`src/rtl/qpsk_transmitter_if.sv`:
```
// qpsk_transmitter_if
// Groups the parallel DAC pins driven by the QPSK transmitter.
//   PLL_OUT_DA : DAC sample clock (inverted system clock)
//   DA_MODE    : DAC mode select, tied high
//   DA_WRTA    : DAC write strobe (same waveform as PLL_OUT_DA)
//   DAC_OUT    : offset-binary sample word, BIT_DAC bits
// Modports: master = transmitter side (drives), slave = DAC side (observes).
interface qpsk_transmitter_if #(
    parameter int BIT_DAC = 14
);
    logic               PLL_OUT_DA;
    logic               DA_MODE;
    logic               DA_WRTA;
    logic [BIT_DAC-1:0] DAC_OUT;

    modport master (
        output PLL_OUT_DA,
        output DA_MODE,
        output DA_WRTA,
        output DAC_OUT
    );

    modport slave (
        input PLL_OUT_DA,
        input DA_MODE,
        input DA_WRTA,
        input DAC_OUT
    );
endinterface

```
`src/rtl/qpsk_transmitter.sv`:
```
// qpsk_transmitter
// Self-contained QPSK transmitter: PRBS-9 source, 2 bits/symbol QPSK
// mapping, rectangular pulse of SPS samples per symbol, and digital
// upconversion at fs/4 onto a parallel offset-binary DAC.
// Ports:
//   CLOCK_50 : 50 MHz system / sample clock
//   SW       : asynchronous active-low reset (0 = reset)
//   dac      : DAC pin bundle (master modport)
// Parameters:
//   BIT_DAC  : DAC width (14 only)
//   SPS      : samples per symbol, 2..256
//   AMP      : symbol amplitude in LSBs, < 2^(BIT_DAC-1)
//   SEED     : nonzero PRBS reset value
module qpsk_transmitter #(
    parameter int         BIT_DAC = 14,
    parameter int         SPS     = 8,
    parameter int         AMP     = 4096,
    parameter logic [8:0] SEED    = 9'h1FF
) (
    input  logic               CLOCK_50,
    input  logic               SW,
    qpsk_transmitter_if.master dac
);

    localparam int                          CW       = $clog2(SPS);
    localparam logic [CW-1:0]               SYM_LAST = CW'(SPS - 1);
    localparam logic signed [BIT_DAC-1:0]   A_POS    = BIT_DAC'(AMP);
    localparam logic signed [BIT_DAC-1:0]   A_NEG    = BIT_DAC'(-AMP);
    localparam logic [BIT_DAC-1:0]          MIDSCALE = {1'b1, {(BIT_DAC-1){1'b0}}};

    logic [8:0]                lfsr;
    logic [CW-1:0]             sym_cnt;
    logic [1:0]                phase;
    logic [BIT_DAC-1:0]        dac_q;

    logic                      sym_end;
    logic [8:0]                lfsr_nxt;
    logic signed [BIT_DAC-1:0] s;
    logic [BIT_DAC-1:0]        dac_nxt;

    // One Fibonacci step of x^9 + x^5 + 1.
    function automatic logic [8:0] prbs_step(input logic [8:0] l);
        return {l[7:0], l[8] ^ l[4]};
    endfunction

    assign sym_end  = (sym_cnt == SYM_LAST);
    // Two bits are consumed per symbol, so the generator moves two steps
    // in the single cycle where the symbol boundary is crossed.
    assign lfsr_nxt = prbs_step(prbs_step(lfsr));

    // fs/4 mixer: cos/sin take only the values 0/+-1, so the upconverted
    // sample reduces to picking I, -Q, -I, Q in turn.
    always_comb begin
        s = A_POS;
        unique case (phase)
            2'd0:    s = lfsr[0] ? A_NEG : A_POS;   //  I
            2'd1:    s = lfsr[1] ? A_POS : A_NEG;   // -Q
            2'd2:    s = lfsr[0] ? A_POS : A_NEG;   // -I
            default: s = lfsr[1] ? A_NEG : A_POS;   //  Q
        endcase
    end

    // Two's complement to offset binary: flip the sign bit.
    assign dac_nxt = {~s[BIT_DAC-1], s[BIT_DAC-2:0]};

    always_ff @(posedge CLOCK_50 or negedge SW) begin
        if (!SW) begin
            lfsr    <= SEED;
            sym_cnt <= '0;
            phase   <= 2'd0;
            dac_q   <= MIDSCALE;
        end else begin
            phase <= phase + 2'd1;
            dac_q <= dac_nxt;
            if (sym_end) begin
                sym_cnt <= '0;
                lfsr    <= lfsr_nxt;
            end else begin
                sym_cnt <= sym_cnt + CW'(1);
            end
        end
    end

    // DAC latches on its clock's rising edge, half a cycle after DAC_OUT
    // changes, giving full half-period setup and hold. Runs through reset.
    assign dac.PLL_OUT_DA = ~CLOCK_50;
    assign dac.DA_WRTA    = ~CLOCK_50;
    assign dac.DA_MODE    = 1'b1;
    assign dac.DAC_OUT    = dac_q;

endmodule

```
`src/flat_wrapper.sv`:
```
// flat-port wrapper written by rule: the top's interface ports become plain ports
module qpsk_transmitter_flat 
#(
    parameter int         BIT_DAC = 14,
    parameter int         SPS     = 8,
    parameter int         AMP     = 4096,
    parameter logic [8:0] SEED    = 9'h1FF
)
  (CLOCK_50, SW, dac_PLL_OUT_DA, dac_DA_MODE, dac_DA_WRTA, dac_DAC_OUT);
  qpsk_transmitter_if #(.BIT_DAC(BIT_DAC)) dac_i ();
  input  logic CLOCK_50;
  input  logic SW;
  output wire logic [$bits(dac_i.PLL_OUT_DA)-1:0] dac_PLL_OUT_DA;
  output wire logic [$bits(dac_i.DA_MODE)-1:0] dac_DA_MODE;
  output wire logic [$bits(dac_i.DA_WRTA)-1:0] dac_DA_WRTA;
  output wire logic [$bits(dac_i.DAC_OUT)-1:0] dac_DAC_OUT;
  assign dac_PLL_OUT_DA = dac_i.PLL_OUT_DA;
  assign dac_DA_MODE = dac_i.DA_MODE;
  assign dac_DA_WRTA = dac_i.DA_WRTA;
  assign dac_DAC_OUT = dac_i.DAC_OUT;
  qpsk_transmitter #(.BIT_DAC(BIT_DAC), .SPS(SPS), .AMP(AMP), .SEED(SEED)) u_core (.CLOCK_50(CLOCK_50), .SW(SW), .dac(dac_i));
endmodule
```
`config.mk`:
```
export PLATFORM = sky130hd
export DESIGN_NAME = qpsk_transmitter_flat
export DESIGN_NICKNAME = d
export VERILOG_FILES = /design/src/rtl/qpsk_transmitter_if.sv /design/src/rtl/qpsk_transmitter.sv /design/src/flat_wrapper.sv
export SDC_FILE = /design/constraint.sdc
export NUM_CORES = 1
export LEC_CHECK = 0
export CELL_PAD_IN_SITES_DETAIL_PLACEMENT = 0
export CELL_PAD_IN_SITES_GLOBAL_PLACEMENT = 1
export CORE_AREA = 2 2 52 49
export CTS_CLUSTER_DIAMETER = 30
export DETAILED_ROUTE_END_ITERATION = 8
export DIE_AREA = 0 0 54 51
export GPL_TIMING_DRIVEN = 0
export HOLD_SLACK_MARGIN = 0.06
export PLACE_DENSITY = 0.7
export SLEW_MARGIN = 20
export SYNTH_ARGS = -nofsm -noshare
export SYNTH_HDL_FRONTEND = slang
export SYNTH_SLANG_ARGS = --single-unit
```
`constraint.sdc`:
```
create_clock -name CLOCK_50 -period 1.6 [get_ports CLOCK_50]
set_input_delay 0.32 -clock CLOCK_50 [delete_from_list [all_inputs] [get_ports CLOCK_50]]
set_output_delay 0.32 -clock CLOCK_50 [all_outputs]
set_load 0.05 [all_outputs]
```
==> summary.txt, run 1 <==
Run status
  – Status: finished clean

Synth
  – Post-Syn Instances: 61
  – Post-synth EDFFs: 0
  – #FFs+latches synth: 16
  – Synthesized cell area: ~800 µm²
  – Yosys cell types: 15
  – Synth top area share: 33.39%
  – Yosys warns: 0
  – Post-Synthesis Mean Instance Area: 12.90 µm²
  – Ys flop type: dfstp_2
  – Top-count cell post-synth: buf_4
  – Synth async-reset ratio: 100.0%
  – Synth cell count leaders: buf_4 (14), dfstp_2 (10), mux2_2 (7)
  – Largest cells by area after synthesis: dfstp_2 (33%), dfrtp_1 (19%), buf_4 (13%), mux2_2 (10%), ha_1 (9.5%)
  – Sequential cell area fraction in the yosys report: between 50% and 60%
  – Yosys top cell by area: dfstp_2

Die
  – Full die area: 0.002754 mm²
  – Core area: 0.002297 mm²
  – Die Width: 54 µm
  – Ports: 19
  – Initial Util: 34.26%
  – Row cnt: 17
  – Die Ht: 51 µm

STA
  – Finish-stage setup viols: 0
  – Final hold violation count: 0
  – Slew Viols, Final: 0
  – Slew @ Worst Pin: 671.3 ps
  – Relative max-transition margin: 55.11%
  – Min Hold Slack: 262.8 ps
  – RSZ-0062 raised after global routing: false
  – Clock skew: roughly 160 ps

Route
  – Via density: 3.770
  – Routed WL: 957 µm
  – Routed WL per cell: around 8.5 µm
  – DRC Markers: 0
  – Met3 routed WL: 101 µm
  – Detailed Route Iter0 Violations: 1
  – DRT antenna net count: 0
  – DRT met1 WL: between 400 and 500 µm
  – Met2 routed WL: 421 µm
  – Vias: roughly 430
  – First-pass DRT Iterations: 3
  – Top sig layer: met4

Run
  – Max cap viols: 0

Layout
  – P&R area growth vs syn: 27.98%
  – Layout cells sized above 1: between 50% and 60%
  – FILL cells: 231
  – Final Util: ~44%
  – # diodes: 0
  – Nets: 94

Placed design
  – HPWL Detailed: 693.9 µm
  – Port-buffer cells: 5
  – Routability cong.: 0.6538

Clock network
  – Clock Pin Slew Worst Setup and Hold Paths: 60 ps
  – H-tree depth: 1
  – Clk Tree Root Cell: clkbuf_4
  – CTS tree: yes
  – Clk Latency, worst-skew pair: 470 ps
  – CTS Buf Count: 3
  – Max clock buf depth: 2
  – CTS Hold Bufs: 0

Hold path
  – Hold WC Path Type: in -> async

Global routing
  – Largest net degree at the start of global routing: 17
  – Gr ovfl total: 0
  – Vias in the first global route: about 430
  – Gr usage total: 8.590%
  – Global-route wire length before repair: 1.635 mm
  – Antenna violations before repair: 0

Power and ir drop
  – Pwr Density: 1451 mW/mm²
  – Pleak: 0.4961 nW
  – Worst VDD drop: ~1.3 mV

Critical path
  – WS Path Type: clk -> out
  – CP Max Fanout: 3
  – Worst endpoint required time: 1280 ps
  – Launching element type of the critical path: clock port
  – Worst Setup End Kind: output pin
  – Critical Path AT: between 1000 and 1500 ps
  – CP cell instances: clkbuf_8 > clkbuf_16 > clkinvlp_4 > buf_8
  – CP delay by family, top: buffers and inverters
  – Max incr delay on CP: about 140 ps
  – Worst Path Buf+Inv: 4
  – Crit path max-delay cell type: clkbuf_16
==> worst reg2reg max path: cells and delay by family (launching register included) <==
kind,cells,cell delay [ps]
adders and majority gates,2,440
buffers and inverters,1,170
DFF,1,370
muxes,1,260
==> timing repair <==
action | CTS | global route
hold endpoints to repair | 0 | 0
endpoints found under the setup margin | 4 | 2
resized for setup | 25 | 1
buffers inserted | 3 | 0
pin swaps | 0 | 0
==> final timing paths <==
kind                                   start                end  slack, ps  cells after the start
min in group CLOCK_50      u_core.sym_cnt[0]  u_core.sym_cnt[0]        420                      1
setup reg to reg           u_core.sym_cnt[0]     u_core.lfsr[5]        160                      4
setup / recovery                    CLOCK_50        dac_DA_WRTA         20                      4
max in group asynchronous                 SW    u_core.phase[1]        780                      1
hold / removal                            SW  u_core.sym_cnt[1]        260                      1
hold reg to reg            u_core.sym_cnt[0]  u_core.sym_cnt[0]        420                      1
==> cell families (layout without fill, tap and decap cells) <==
kind of cell	Yosys count	count (layout)	share of synthesized area, %
buffers and inverters	18	30	16.22
flip-flops	16	16	52.46
multiplexers	8	8	11.92
adder cells (fa/ha/maj)	6	6	9.539
AND/OR/NAND/NOR	6	6	3.816
AO/OA/AOI/OAI	3	3	2.861
other	2	14	0.9543
XOR/XNOR	2	2	2.226
==> placed cells by master (no fill, tap or decap), types with 2 or more instances in the layout <==
master	n
ha_1	6
nor2_1	3
mux2_2	7
dfstp_2	10
inv_1	2
a21oi_1	2
nor2b_1	2
buf_4	16
buf_8	2
clkinvlp_4	2
dfrtp_1	6
xnor2_1	2
conb_1	14
==> state kept, by name (all words and copies together), names as in the netlist <==
register            cells
u_core.phase            2
u_core.dac.DAC_OUT      2
u_core.lfsr             9
u_core.sym_cnt          3
==> layout make-up <==
class / instances / area, µm² / area share, %
Buffer: 14 / 108.9 / 10.81
Clock buffer: 8 / 98.84 / 9.814
Clock inverter: 3 / 26.28 / 2.609
Inverter: 2 / 7.507 / 0.7453
Multi-Input combinational cell: 39 / 291.5 / 28.94
Sequential cell: 16 / 412.9 / 40.99
Tap cell: 28 / 35.03 / 3.478
Timing Repair Buffer: 3 / 26.28 / 2.609
==> layer usage <==
layer | vias up | track usage [%]
li1 | 213 | -
met1 | 192 | 8.380
met2 | 17 | 12.20
met3 | 4 | 4.678
met4 | 0 | 8.750
met5 | - | 0
==> metrics by stage <==
| step | std cells | cell area, µm² | total power [mW] | setup slack, ps | setup TNS, ps |
|---|---|---|---|---|---|
| 6_report | 113 | 1007 | 1.462 | 15.50 | 0 |
| 5_1_grt | 113 | 1007 | 1.517 | 2.981 | 0 |
| 4_1_cts | 114 | 1023 | 1.532 | -58.81 | -58.81 |
| 3_5_place_dp | 106 | 920.9 | 0.8680 | -422.9 | -765.3 |
| 3_3_place_gp | 106 | 920.9 | 0.8679 | -422.9 | -763.9 |
| 2_1_floorplan | 73 | 835.8 | 0.7632 | 69.07 | 0 |
==> where the power goes <==
group	internal (mW)	switching, mW
Clock	0.466	0.480
Sequential	0.408	0.000313
Combinational	0.0248	0.0824
Total	0.899	0.563
No activity file was read; power rests on OpenSTA's default activity.
==> inputs of run 2 (changes only) <==
Settings changed: ABC_CLOCK_PERIOD_IN_PS set to 1600.
==> results of run 2 <==
No change in the layout: final DEF, timing and power equal those of run 1.
